<file path="src/rtl/chirp_cmd_parser_if.sv">
// Byte-stream, generator-status and configuration signals of chirp_cmd_parser.
// The slave modport is the parser's view; the master modport is the view of the UART/generator side.
interface chirp_cmd_parser_if #(
  parameter int MAX_SF_WIDTH     = 8,
  parameter int BW_BITWIDTH      = 2,
  parameter int DIVIDER_BITWIDTH = 7
);
  logic [7:0]                  i_rx_data;
  logic                        i_rx_valid;
  logic                        i_done_n;
  logic [MAX_SF_WIDTH-1:0]     o_sf;
  logic [BW_BITWIDTH-1:0]      o_bw;
  logic [DIVIDER_BITWIDTH-1:0] o_div;
  logic                        o_start;
  logic                        o_busy;
  logic                        o_err;
  logic [2:0]                  o_err_code;

  modport slave (
    input  i_rx_data, i_rx_valid, i_done_n,
    output o_sf, o_bw, o_div, o_start, o_busy, o_err, o_err_code
  );

  modport master (
    output i_rx_data, i_rx_valid, i_done_n,
    input  o_sf, o_bw, o_div, o_start, o_busy, o_err, o_err_code
  );
endinterface

</file>
<file path="src/rtl/chirp_cmd_parser.sv">
// Frame parser (SYNC, CMD, PAYLOAD[, CSUM]) owning the chirp configuration registers and start/busy tracking.
// Define CMD_CHECKSUM_EN to require a trailing CSUM byte equal to CMD ^ PAYLOAD.
module chirp_cmd_parser #(
  parameter int MAX_SF_WIDTH     = 8,
  parameter int BW_BITWIDTH      = 2,
  parameter int DIVIDER_BITWIDTH = 7,
  parameter int TIMEOUT_CYCLES   = 21000,
  parameter int TO_WIDTH         = 15
) (
  input logic               i_clk,
  input logic               i_rst_n,
  chirp_cmd_parser_if.slave bus
);
  localparam logic [7:0] SYNC_BYTE   = 8'hA5;
  localparam logic [7:0] CMD_SET_SF  = 8'h01;
  localparam logic [7:0] CMD_SET_BW  = 8'h02;
  localparam logic [7:0] CMD_SET_DIV = 8'h03;
  localparam logic [7:0] CMD_START   = 8'h04;
  localparam logic [2:0] ERR_CSUM    = 3'd1;
  localparam logic [2:0] ERR_UNKNOWN = 3'd2;
  localparam logic [2:0] ERR_RANGE   = 3'd3;
  localparam logic [2:0] ERR_BUSY    = 3'd4;
  localparam logic [2:0] ERR_TIMEOUT = 3'd5;
  localparam logic [TO_WIDTH-1:0] TO_LAST = TO_WIDTH'(TIMEOUT_CYCLES - 1);

  typedef enum logic [1:0] {IDLE, CMD, PAY, CSUM} state_e;

  state_e                      state_q, state_d;
  logic [7:0]                  cmd_q, cmd_d;
`ifdef CMD_CHECKSUM_EN
  logic [7:0]                  pay_q, pay_d;
`endif
  logic [TO_WIDTH-1:0]         toCnt_q, toCnt_d;
  logic [MAX_SF_WIDTH-1:0]     sf_q, sf_d;
  logic [BW_BITWIDTH-1:0]      bw_q, bw_d;
  logic [DIVIDER_BITWIDTH-1:0] div_q, div_d;
  logic                        start_q, start_d;
  logic                        busy_q, busy_d;
  logic                        err_q, err_d;
  logic [2:0]                  errCode_q, errCode_d;

  logic       execFrame;
  logic       csumBad;
  logic       rangeOk;
  logic [7:0] frameCmd;
  logic [7:0] framePay;

  always_ff @(posedge i_clk or negedge i_rst_n) begin
    if (!i_rst_n) begin
      state_q   <= IDLE;
      cmd_q     <= '0;
`ifdef CMD_CHECKSUM_EN
      pay_q     <= '0;
`endif
      toCnt_q   <= '0;
      sf_q      <= MAX_SF_WIDTH'(7);
      bw_q      <= '0;
      div_q     <= DIVIDER_BITWIDTH'(1);
      start_q   <= 1'b0;
      busy_q    <= 1'b0;
      err_q     <= 1'b0;
      errCode_q <= '0;
    end else begin
      state_q   <= state_d;
      cmd_q     <= cmd_d;
`ifdef CMD_CHECKSUM_EN
      pay_q     <= pay_d;
`endif
      toCnt_q   <= toCnt_d;
      sf_q      <= sf_d;
      bw_q      <= bw_d;
      div_q     <= div_d;
      start_q   <= start_d;
      busy_q    <= busy_d;
      err_q     <= err_d;
      errCode_q <= errCode_d;
    end
  end

  always_comb begin
    state_d   = state_q;
    cmd_d     = cmd_q;
`ifdef CMD_CHECKSUM_EN
    pay_d     = pay_q;
`endif
    toCnt_d   = '0;
    sf_d      = sf_q;
    bw_d      = bw_q;
    div_d     = div_q;
    start_d   = 1'b0;
    busy_d    = busy_q & bus.i_done_n;
    err_d     = 1'b0;
    errCode_d = errCode_q;
    execFrame = 1'b0;
    csumBad   = 1'b0;
    rangeOk   = 1'b1;
    frameCmd  = 8'h00;
    framePay  = 8'h00;

    // An arriving byte always beats an expiring timeout.
    if (state_q != IDLE) begin
      if (bus.i_rx_valid) begin
        toCnt_d = '0;
      end else if (toCnt_q == TO_LAST) begin
        state_d   = IDLE;
        err_d     = 1'b1;
        errCode_d = ERR_TIMEOUT;
      end else begin
        toCnt_d = toCnt_q + 1'b1;
      end
    end

    case (state_q)
      IDLE: if (bus.i_rx_valid && bus.i_rx_data == SYNC_BYTE) state_d = CMD;
      CMD: begin
        if (bus.i_rx_valid) begin
          cmd_d   = bus.i_rx_data;
          state_d = PAY;
        end
      end
      PAY: begin
        if (bus.i_rx_valid) begin
`ifdef CMD_CHECKSUM_EN
          pay_d   = bus.i_rx_data;
          state_d = CSUM;
`else
          frameCmd  = cmd_q;
          framePay  = bus.i_rx_data;
          execFrame = 1'b1;
          state_d   = IDLE;
`endif
        end
      end
      CSUM: begin
`ifdef CMD_CHECKSUM_EN
        if (bus.i_rx_valid) begin
          frameCmd  = cmd_q;
          framePay  = pay_q;
          csumBad   = bus.i_rx_data != (cmd_q ^ pay_q);
          execFrame = 1'b1;
          state_d   = IDLE;
        end
`else
        state_d = IDLE;
`endif
      end
      default: state_d = IDLE;
    endcase

    case (frameCmd)
      CMD_SET_SF:  rangeOk = framePay >= 8'd6 && framePay <= 8'd12;
      CMD_SET_BW:  rangeOk = (framePay >> BW_BITWIDTH) == 8'd0;
      CMD_SET_DIV: rangeOk = framePay != 8'd0 && (framePay >> DIVIDER_BITWIDTH) == 8'd0;
      default:     rangeOk = 1'b1;
    endcase

    // Error checks are ordered by precedence; a rejected frame touches no register.
    if (execFrame) begin
      if (csumBad) begin
        err_d     = 1'b1;
        errCode_d = ERR_CSUM;
      end else if (frameCmd < CMD_SET_SF || frameCmd > CMD_START) begin
        err_d     = 1'b1;
        errCode_d = ERR_UNKNOWN;
      end else if (busy_q) begin
        err_d     = 1'b1;
        errCode_d = ERR_BUSY;
      end else if (!rangeOk) begin
        err_d     = 1'b1;
        errCode_d = ERR_RANGE;
      end else begin
        case (frameCmd)
          CMD_SET_SF:  sf_d  = MAX_SF_WIDTH'(framePay);
          CMD_SET_BW:  bw_d  = BW_BITWIDTH'(framePay);
          CMD_SET_DIV: div_d = DIVIDER_BITWIDTH'(framePay);
          default: begin
            start_d = 1'b1;
            busy_d  = 1'b1;
          end
        endcase
      end
    end
  end

  assign bus.o_sf       = sf_q;
  assign bus.o_bw       = bw_q;
  assign bus.o_div      = div_q;
  assign bus.o_start    = start_q;
  assign bus.o_busy     = busy_q;
  assign bus.o_err      = err_q;
  assign bus.o_err_code = errCode_q;
endmodule

</file>
<file path="src/flat_wrapper.sv">
// flat-port wrapper written by rule: the top's interface ports become plain ports
module chirp_cmd_parser_flat 
#(
  parameter int MAX_SF_WIDTH     = 8,
  parameter int BW_BITWIDTH      = 2,
  parameter int DIVIDER_BITWIDTH = 7,
  parameter int TIMEOUT_CYCLES   = 21000,
  parameter int TO_WIDTH         = 15
)
  (i_clk, i_rst_n, bus_i_rx_data, bus_i_rx_valid, bus_i_done_n, bus_o_sf, bus_o_bw, bus_o_div, bus_o_start, bus_o_busy, bus_o_err, bus_o_err_code);
  chirp_cmd_parser_if #(.MAX_SF_WIDTH(MAX_SF_WIDTH), .BW_BITWIDTH(BW_BITWIDTH), .DIVIDER_BITWIDTH(DIVIDER_BITWIDTH)) bus_i ();
  input logic i_clk;
  input logic i_rst_n;
  input wire logic [$bits(bus_i.i_rx_data)-1:0] bus_i_rx_data;
  input wire logic [$bits(bus_i.i_rx_valid)-1:0] bus_i_rx_valid;
  input wire logic [$bits(bus_i.i_done_n)-1:0] bus_i_done_n;
  output wire logic [$bits(bus_i.o_sf)-1:0] bus_o_sf;
  output wire logic [$bits(bus_i.o_bw)-1:0] bus_o_bw;
  output wire logic [$bits(bus_i.o_div)-1:0] bus_o_div;
  output wire logic [$bits(bus_i.o_start)-1:0] bus_o_start;
  output wire logic [$bits(bus_i.o_busy)-1:0] bus_o_busy;
  output wire logic [$bits(bus_i.o_err)-1:0] bus_o_err;
  output wire logic [$bits(bus_i.o_err_code)-1:0] bus_o_err_code;
  assign bus_i.i_rx_data = bus_i_rx_data;
  assign bus_i.i_rx_valid = bus_i_rx_valid;
  assign bus_i.i_done_n = bus_i_done_n;
  assign bus_o_sf = bus_i.o_sf;
  assign bus_o_bw = bus_i.o_bw;
  assign bus_o_div = bus_i.o_div;
  assign bus_o_start = bus_i.o_start;
  assign bus_o_busy = bus_i.o_busy;
  assign bus_o_err = bus_i.o_err;
  assign bus_o_err_code = bus_i.o_err_code;
  chirp_cmd_parser #(.MAX_SF_WIDTH(MAX_SF_WIDTH), .BW_BITWIDTH(BW_BITWIDTH), .DIVIDER_BITWIDTH(DIVIDER_BITWIDTH), .TIMEOUT_CYCLES(TIMEOUT_CYCLES), .TO_WIDTH(TO_WIDTH)) u_core (.i_clk(i_clk), .i_rst_n(i_rst_n), .bus(bus_i));
endmodule
</file>
<file path="config.mk">
export PLATFORM = sky130hd
export DESIGN_NAME = chirp_cmd_parser_flat
export DESIGN_NICKNAME = d
export VERILOG_FILES = /design/src/rtl/chirp_cmd_parser_if.sv /design/src/rtl/chirp_cmd_parser.sv /design/src/flat_wrapper.sv
export SDC_FILE = /design/constraint.sdc
export NUM_CORES = 1
export LEC_CHECK = 0
export CELL_PAD_IN_SITES_DETAIL_PLACEMENT = 1
export CELL_PAD_IN_SITES_GLOBAL_PLACEMENT = 1
export CORE_MARGIN = 2
export CORE_UTILIZATION = 45
export DETAILED_ROUTE_END_ITERATION = 7
export GPL_ROUTABILITY_DRIVEN = 0
export PLACE_DENSITY_LB_ADDON = 0.1
export SETUP_SLACK_MARGIN = 0.5
export SLEW_MARGIN = 10
export SYNTH_ARGS = -nofsm -noshare
export SYNTH_HDL_FRONTEND = slang
export SYNTH_SLANG_ARGS = --single-unit
</file>
<file path="constraint.sdc">
create_clock -name i_clk -period 5.9 [get_ports i_clk]
set_clock_uncertainty 0.1 [all_clocks]
set_input_delay 0.59 -clock i_clk [delete_from_list [all_inputs] [get_ports i_clk]]
set_output_delay 0.59 -clock i_clk [all_outputs]
set_load 0.05 [all_outputs]
</file>
# After elaboration in Yosys (flattened, before gate mapping)
# Index checks and enable logic that the tools add are counted.
# W data, S select, Z words.
# totals
in_bits,12
output_inout_bits,23
ff_bits,48
wordCells,81
# op_classes
reduce_logical,14
magnitude_cmp,4
eq_ne,8
muxes,41
n_addsub,1
bitwise_logic,3
# ops
cell,count
$mux W15,3
$mux W8,4
$mux W3,7
$mux W1,19
$eq A8 B2 Y1 const B,2
$logic_not A8 Y1,2
$add A15 B1 Y15 const B,1
$eq A15 B15 Y1 const B,1
$reduce_and A5 Y1,3
$mux W2,6
$eq A8 B1 Y1 const B,1
$eq A8 B8 Y1 const B,1
$ge A8 B3 Y1 const B,1
$gt A8 B3 Y1 const B,1
$le A8 B4 Y1 const B,1
$lt A8 B1 Y1 const B,1
$pmux W2 S4,1
$reduce_bool A8 Y1,1
$eq A2 B2 Y1 const B,2
$logic_and A1 B1 Y1,3
$pmux W1 S3,1
$reduce_or A3 Y1,1
$eq A2 B1 Y1 const B,1
$logic_not A2 Y1,1
other kinds (5),6

# Longest topological paths before layout
# Gate-level depths: netlist of run 1.
# logic_depth
depth_word,9
ltp_mapped,7
mapped_depth_nobuf,6

# Worst setup path after synthesis of run 1
# No wires, ideal clock.
# synth_path
path_kind,input-to-reg
from,input port bus_i_rx_data[4]
to,"register u_core.errCode_q[2], in the netlist u_core.bus.o_err_code[2]"
required_time_ps,5681
n_path_buf,0
setup_ps,119
path_stages,5
arrival_time_ps,2019
setup_slack_ps,3663
path_cell_list,or4_1 -> o311a_1 -> a211oi_1 -> o21ai_1 -> o21a_1
# synth_between
elab_chain_cells,9
word_cells_on_any_way,13
classes_between,2 x order compare; 7 x mux; 4 x reduce/logical
# synth_rtl
element,line_no,rtl
"start, declared",flat_wrapper.sv:14,input wire logic [$bits(bus_i.i_rx_data)-1:0] bus_i_rx_data;
$mux W8 *,chirp_cmd_parser.sv:122,if (bus.i_rx_valid) begin
$mux W8 *,chirp_cmd_parser.sv:113,case (state_q)
$ge A8 B3 Y1 (tied with other cells),chirp_cmd_parser.sv:151,CMD_SET_SF: rangeOk = framePay >= 8'd6 && framePay <= 8'd12;
$logic_and A1 B1 Y1 (on tied branches),"chirp_cmd_parser.sv:151, chirp_cmd_parser.sv:153",
$pmux W1 S3 *,chirp_cmd_parser.sv:150,case (frameCmd)
$mux W3 *,chirp_cmd_parser.sv:168,end else if (!rangeOk) begin
$mux W3 *,chirp_cmd_parser.sv:165,end else if (busy_q) begin
$mux W3 *,chirp_cmd_parser.sv:162,end else if (frameCmd < CMD_SET_SF || frameCmd > CMD_START) begin
$mux W3 *,chirp_cmd_parser.sv:158,if (execFrame) begin
net u_core.errCode_d[2],chirp_cmd_parser.sv:40,"logic [2:0] errCode_q, errCode_d;"
"end signal, assigned",chirp_cmd_parser.sv:76,errCode_q <= errCode_d;
"end, declared",chirp_cmd_parser.sv:40,
# The timed path passes the listed nets; every way through them passes the cells marked *.
# A chain may end at the register's enable or synchronous reset.

# Worst setup path in the final report of run 1
# layout_path
from,input port bus_i_rx_data[4]
to,"register u_core.div_q[1], in the netlist u_core.bus.o_div[1]"
# layout_between
elab_chain_cells,6
word_cells_on_any_way,10
classes_between,2 x order compare; 3 x mux; 5 x reduce/logical
# layout_rtl
element,line_no,rtl
$mux W8 *,chirp_cmd_parser.sv:122,
$mux W8 *,chirp_cmd_parser.sv:113,
$ge A8 B3 Y1 (tied with other cells),chirp_cmd_parser.sv:151,
$logic_and A1 B1 Y1 (on tied branches),"chirp_cmd_parser.sv:151, chirp_cmd_parser.sv:153",
$pmux W1 S3 *,chirp_cmd_parser.sv:150,
$reduce_and A5 Y1 (no line) *,-,
"end signal, assigned",chirp_cmd_parser.sv:72,div_q <= div_d;
"end, declared",chirp_cmd_parser.sv:36,"logic [DIVIDER_BITWIDTH-1:0] div_q, div_d;"
# Every way passes the cells marked *; elsewhere a longest branch is shown, timed or not.

==> flow_summary_export.csv, run 1 <==
group,metric,value,unit
outcome,status,"completed",
setup_path,crit_start,"bus_i_rx_data[4]",
setup_path,critical_path.startpoint_type,"primary input",
route,finalWirelength,5060,um
power,p_sw,0.000141,W
power,total_power,0.000663,W
floorplanning,die-area,0.00549,sq mm
sta,fin_crit,2.68,ns
route,via_count,1617,
synth,synthTopCellsByArea,"dfrtp_1 50%, mux2_2 6.1%, dfstp_2 4.8%, nand2_1 3.9%, nor2_1 3.9%",
clock_tree,htreeDepth,2,
sta,hold_viol_final,0,
global_route,grt_pass1_vias,1736,
setup_path,r2r_setup_slack,3.51,ns
layout,drive_above_1_share,14.0,%
power,pwr-share-clk,42.0,%
route,vias_per_cell,5.23,
setup_path,r2r_end,"u_core.bus.o_div[1]",
global_route,overflow,0,
place,hpwl,3700,um
route,ant_nets,0,
sta,slew-limit-headroom,30.5,%
power,combPwrFrac,7.0,%
setup_path,crit_required,5.99,ns
route,drtPass1Iterations,4,
clock_tree,hold_buffers,0,
sta,tns,0,ns
sta,max_slew.worst_pin.slew,1.04,ns
layout,fin_nets,254,
global_route,antenna_found_initial,0,
layout,antenna_cells,0,
floorplanning,initial_core_util,46.8,%
synth,ys_warn_count,0,
power,p_seq_share,51.0,%
synth,synth_top_area_share,49.8,%
sta,setup_violations,0,
power,power.density,241,mW/mm^2
synth,synth_edf_count,0,
setup_path,crit_path_end,"u_core.bus.o_div[1]",
synth,ys_async_sr_fraction,100,%
layout,syn_to_final_growth,24.2,%
clock_tree,clkTransAtPathRegs,0.10,ns
setup_path,crit_type,"primary input to flip-flop",
synth,ys_seq_elements,48,
setup_path,critPathArrivalTime,2.76,ns
power,intPower,0.000521,W
power,p_leak,1.24,nW
floorplanning,core,0.00472,sq mm
synth,yosysUniqueCellTypes,42,
clock_tree,cts_sinks,48,
flow_run,cap_violations,0,
route,wl_per_cell,16.4,um
layout,final_cell_mix,"44 x dfrtp_1, 33 x clkdlybuf4s50_1, 23 x nand2_1, 23 x nor2_1, 12 x mux2_2",
floorplanning,dieWidth,74.1,um
synth,synth_area,0.00221,sq mm
synth,ys_seq_area_share,54.5,%
sta,maxSlewViolCount,0,
sta,rsz0062_at_grt,"false",
clock_tree,cts.path.max_buffers,2,
setup_path,cp_max_fo,12,
clock_tree,cts_root_buf,"clkbuf_8",
global_route,grt_usage,21.2,%
min_path,min_path_type,"primary input to asynchronous set/reset pin",
floorplanning,io_pins,35,
clock_tree,numCtsBuffers,5,
floorplanning,die_h,74.1,um
global_route,grt_pass1_wl,8800,um
floorplanning,num_rows,25,
layout,final_common_cell,"dfrtp_1",
synth,ys.flop_type,"dfrtp_1",
sta,timing.fmax,373,MHz
synth,synth.avg_cell_area,10.8,sq um
setup_path,endpoint_kind,"flip-flop",
synth,synth_top_cell_by_area,"dfrtp_1",
setup_path,reg2regPathDepth,4,
clock_tree,post_cts_buffers,0,
setup_path,reg2reg_from,"u_core.cmd_q[6]",
synth,syn-num-nets,217,
clock_tree,insertion_delay,0.31,ns
synth,synthCells,204,
sta,period_share,45.4,%
power,max-vdd-ir-drop,0.112,mV
route,drc_errors,0,
clock_tree,cts_resized,0,
layout,fill_cells,507,
global_route,grt_max_degree,49,
place,io_buffers,34,
route,drtIter0Drc,71,
clock_tree,tritoncts,"yes",
power,p_sw_share,21.3,%
[routing by layer]
metal / GRT usage, % / part of all wire (%)
met1: 28.9 / 46
met3: 3.39 / 2.6
met5: 0 / 0
met2: 34.8 / 49
met4: 7.27 / 1.5
[critical path, cell delays in order]
cell and delay, ns:
clkdlybuf4s50_1 0.46, or4_1 0.60, o311a_1 0.38, nand4_1 0.34, mux2_2 0.38
[layout make-up]
cell class / instances / area [sq um] / area share [%]
Clock inverter: 2 / 60.1 / 2.19
Multi-Input combinational cell: 147 / 971 / 35.3
Inverter: 5 / 18.8 / 0.683
Tap cell: 67 / 83.8 / 3.05
Timing Repair Buffer: 34 / 335 / 12.2
Sequential cell: 48 / 1210 / 43.9
Clock buffer: 6 / 72.6 / 2.64
[kinds of logic after synthesis]
kind of cell | count (synthesis) | share of synthesized area, %
compound gates | 22 | 5.66
xor+xnor | 14 | 5.54
fa+ha+maj | 1 | 0.566
buf+inv | 9 | 1.58
flops | 48 | 54.5
mux | 16 | 8.37
simple gates | 94 | 23.8
[synth_stat cells, types with 2 or more instances]
| library cell | n |
|---|---|
| a21oi_1 | 7 |
| a31oi_1 | 2 |
| and2_1 | 2 |
| and2_2 | 4 |
| and3_1 | 8 |
| clkbuf_1 | 3 |
| dfrtp_1 | 44 |
| dfstp_2 | 4 |
| inv_1 | 5 |
| mux2_2 | 12 |
| mux2_4 | 2 |
| mux2i_1 | 2 |
| nand2_1 | 23 |
| nand2b_1 | 2 |
| nand3_1 | 3 |
| nand3b_1 | 3 |
| nand4_1 | 6 |
| nor2_1 | 23 |
| nor3_1 | 5 |
| nor4_1 | 3 |
| o21ai_0 | 8 |
| xnor2_1 | 8 |
| xor2_1 | 6 |
[power groups by stage]
stage | Clock, W | Sequential (W) | Combinational (W)
finish | 0.000278 | 0.000338 | 0.0000462
global route | 0.000294 | 0.000339 | 0.0000502
CTS | 0.000283 | 0.000338 | 0.0000467
detailed placement | 0 | 0.000345 | 0.0000463
global placement | 0 | 0.000344 | 0.0000447
floorplan | 0 | 0.000350 | 0.0000159
[registers in the layout, summed over array words and instances, names as in the netlist]
register               flops
u_core.bus.o_bw            2
u_core.bus.o_start         1
u_core.state_q             2
u_core.bus.o_err           1
u_core.bus.o_sf            8
u_core.cmd_q               8
u_core.bus.o_div           7
u_core.bus.o_err_code      3
u_core.bus.o_busy          1
u_core.toCnt_q            15
[metrics by stage]
step | setup WS (ns) | hold slack (ns) | area (sq um) | cells | utilization, %
2_1_floorplan | 3.66 | 0.194 | 2210 | 204 | -
3_3_place_gp | 3.00 | 0.358 | 2620 | 301 | 55.4
3_5_place_dp | 2.90 | 0.373 | 2620 | 301 | 55.4
4_1_cts | 3.24 | 0.387 | 2750 | 309 | 58.2
5_1_grt | 3.16 | 0.416 | 2750 | 309 | 58.2
6_report | 3.22 | 0.366 | 2750 | 309 | 58.2
[worst min-delay path by stage]
stage / slack (ns) / cells past startpoint / endpoint / startpoint
after floorplan: 0.19 / 0 / u_core.bus.o_busy / i_rst_n
after global placement: 0.36 / 1 / u_core.toCnt_q[0] / u_core.toCnt_q[0]
after detailed placement: 0.37 / 2 / u_core.bus.o_sf[2] / u_core.bus.o_sf[2]
after CTS: 0.39 / 2 / u_core.bus.o_sf[2] / u_core.bus.o_sf[2]
after global routing: 0.42 / 1 / u_core.bus.o_sf[5] / u_core.bus.o_sf[5]
final: 0.37 / 1 / u_core.toCnt_q[0] / i_rst_n
No activity file was read; power rests on OpenSTA's default activity.
==> inputs of run 2 (changes only) <==
- CORE_UTILIZATION: 45 -> 37
- clock period: 5.9 -> 2.25 ns (I/O delays scaled with it)
==> run 2 against run 1 <==
Critical path depth is the same; sequential share of layout area decreased by 5.9 points; clock power increased by 140%; power rose to 2.6 times the previous value; combinational power grew to 3.5 times the previous value; utilization fell by 3.9 points; register-to-register slack got worse by 3.4 ns; non-clock buffer count rose by 30; first-iteration DRC count down 63%; design area rose by 16%; die area up 20%; critical endpoint is now u_core.bus.o_sf[0].
==> flow_summary_export.csv, run 2 (synthesis gave the netlist of run 1 again) <==
group,metric,value,unit
place,placed_cell_area,0.00277,sq mm
layout,final_common_cell,"dfrtp_1",
floorplanning,die_h,81.3,um
floorplanning,num_rows,28,
layout,fin_nets,284,
sta,slew-limit-headroom,58.1,%
sta,tns,0,ns
place,hpwl,3740,um
sta,setup_violations,0,
sta,period_share,96.7,%
layout,syn_to_final_growth,43.6,%
floorplanning,core,0.00585,sq mm
clock_tree,cts.path.max_buffers,2,
clock_tree,insertion_delay,0.31,ns
route,wl_per_cell,15.8,um
power,p_leak,1.49,nW
layout,final_cell_mix,"43 x dfrtp_1, 23 x buf_4, 22 x nand2_1",
global_route,antenna_found_initial,0,
sta,fin_crit,2.18,ns
layout,antenna_cells,0,
route,drc_errors,0,
route,vias_per_cell,5.08,
sta,hold_slack,0.369,ns
setup_path,crit_required,2.39,ns
floorplanning,io_pins,35,
global_route,overflow,0,
setup_path,crit_type,"flip-flop to flip-flop",
clock_tree,tritoncts,"yes",
route,finalWirelength,5480,um
layout,fill_cells,649,
sta,max_slew.worst_pin.slew,0.629,ns
power,power.density,540,mW/mm^2
layout,postLayoutCoreUtil,54.3,%
setup_path,critPathArrivalTime,2.32,ns
clock_tree,cts_sinks,48,
setup_path,endpoint_kind,"flip-flop",
sta,rsz0062_at_grt,"true",
power,max-vdd-ir-drop,0.330,mV
place,place_ws,-0.151,ns
layout,stdcell_area,0.00318,sq mm
setup_path,critical_path.startpoint_type,"flip-flop",
route,ant_nets,0,
sta,maxSlewViolCount,0,
sta,timing.fmax,460,MHz
sta,hold_viol_final,0,
outcome,status,"completed",
global_route,grt_usage,17.2,%
clock_tree,clkTransAtPathRegs,0.09,ns
place,io_buffers,34,
floorplanning,die-area,0.00661,sq mm
floorplanning,dieWidth,81.3,um
global_route,grt_pass1_wl,8670,um
route,drtPass1Iterations,4,
setup_path,cp_max_fo,8,
layout,largest_register_ff_count,15,
route,via_count,1763,
global_route,grt_max_degree,29,
floorplanning,initial_core_util,37.8,%
global_route,grt_pass1_vias,1756,
layout,top_register,"u_core.toCnt_q",
layout,drive_above_1_share,34.9,%
min_path,min_path_type,"primary input to asynchronous set/reset pin",
route,drtIter0Drc,26,
clock_tree,htreeDepth,2,
sta,setup_slack,0.0738,ns
flow_run,cap_violations,0,
clock_tree,numCtsBuffers,5,
clock_tree,cts_root_buf,"clkbuf_8",
## run 2: changes by cell type in the layout (fill, tap and decap cells not counted), moves of 2 or more
cell | previous run | this run
nor3_4 | 1 | 4
dlygate4sd2_1 | 0 | 21
nor2_4 | 0 | 11
buf_6 | 0 | 4
buf_4 | 0 | 23
nor2_1 | 23 | 8
o21ai_0 | 8 | 3
nor3_1 | 5 | 2
buf_12 | 0 | 2
clkdlybuf4s50_1 | 33 | 10
nor2_2 | 0 | 4
o21ai_1 | 1 | 4
## run 2: repair_timing
| item | CTS | global route |
|---|---|---|
| pin swaps | 5 | 18 |
| buffers inserted | 3 | 6 |
| hold buffers | 1 | 0 |
| endpoints found under the hold margin | 23 | 0 |
| gates cloned | 1 | 1 |
| endpoints found under the setup margin | 53 | 39 |
| resized for setup | 38 | 52 |
## run 2: through the flow
| stage | power (W) | std cells |
|---|---|---|
| 6_report | 0.00171 | 347 |
| 5_1_grt | 0.00179 | 347 |
| 4_1_cts | 0.00173 | 340 |
| 3_5_place_dp | 0.00105 | 327 |
| 3_3_place_gp | 0.00105 | 327 |
| 2_1_floorplan | 0.000960 | 204 |
## run 2: area by class of cell
class | count | area (sq um) | share of cell area, %
well taps | 75 | 93.8 | 2.96
clock inverters | 2 | 38.8 | 1.22
inverters | 5 | 18.8 | 0.591
clock buffers | 6 | 82.6 | 2.60
flip-flops and latches | 48 | 1210 | 38.0
repair buffers | 64 | 572 | 18.0
multi-input cells | 147 | 1160 | 36.6
## run 2: report_power, final
part,total (W),leakage (nW),switching (W),internal (W)
clock network,0.000666,0.0614,0.000303,0.000364
registers,0.000887,0.641,0.0000119,0.000875
logic,0.000160,0.792,0.0000852,0.0000751
## run 2: path summary, 6_finish.rpt
check,end,slack [ns],from,depth (start not counted)
max,u_core.bus.o_sf[0],0.07,u_core.cmd_q[6],5
min,u_core.bus.o_start,0.37,i_rst_n,2
max reg2reg,u_core.bus.o_sf[0],0.07,u_core.cmd_q[6],5
min reg2reg,u_core.bus.o_sf[2],0.38,u_core.bus.o_sf[2],2
max in group asynchronous,u_core.bus.o_sf[2],1.02,i_rst_n,3
min in group i_clk,u_core.bus.o_sf[2],0.38,u_core.bus.o_sf[2],2
## run 2: worst max-delay path, cell delays in order (launching register included)
cell,delay [ns]
dfrtp_1,0.40
or4_4,0.54
or3_4,0.36
nor3_4,0.16
nand4b_4,0.21
mux2_4,0.35
## run 2: layer usage
layer | up-vias | track usage [%] | routed length [um]
met4 | 0 | 4.58 | 40
met2 | 29 | 25.2 | 2560
li1 | 842 | - | -
met5 | - | 0 | 0
met3 | 6 | 4.33 | 202
met1 | 886 | 25.2 | 2680
==> inputs of run 3 (changes only) <==
- CTS_CLUSTER_SIZE: not set -> 10
==> results of run 3 <==
Same layout as run 2: the final DEF is identical, and so are final timing and power.
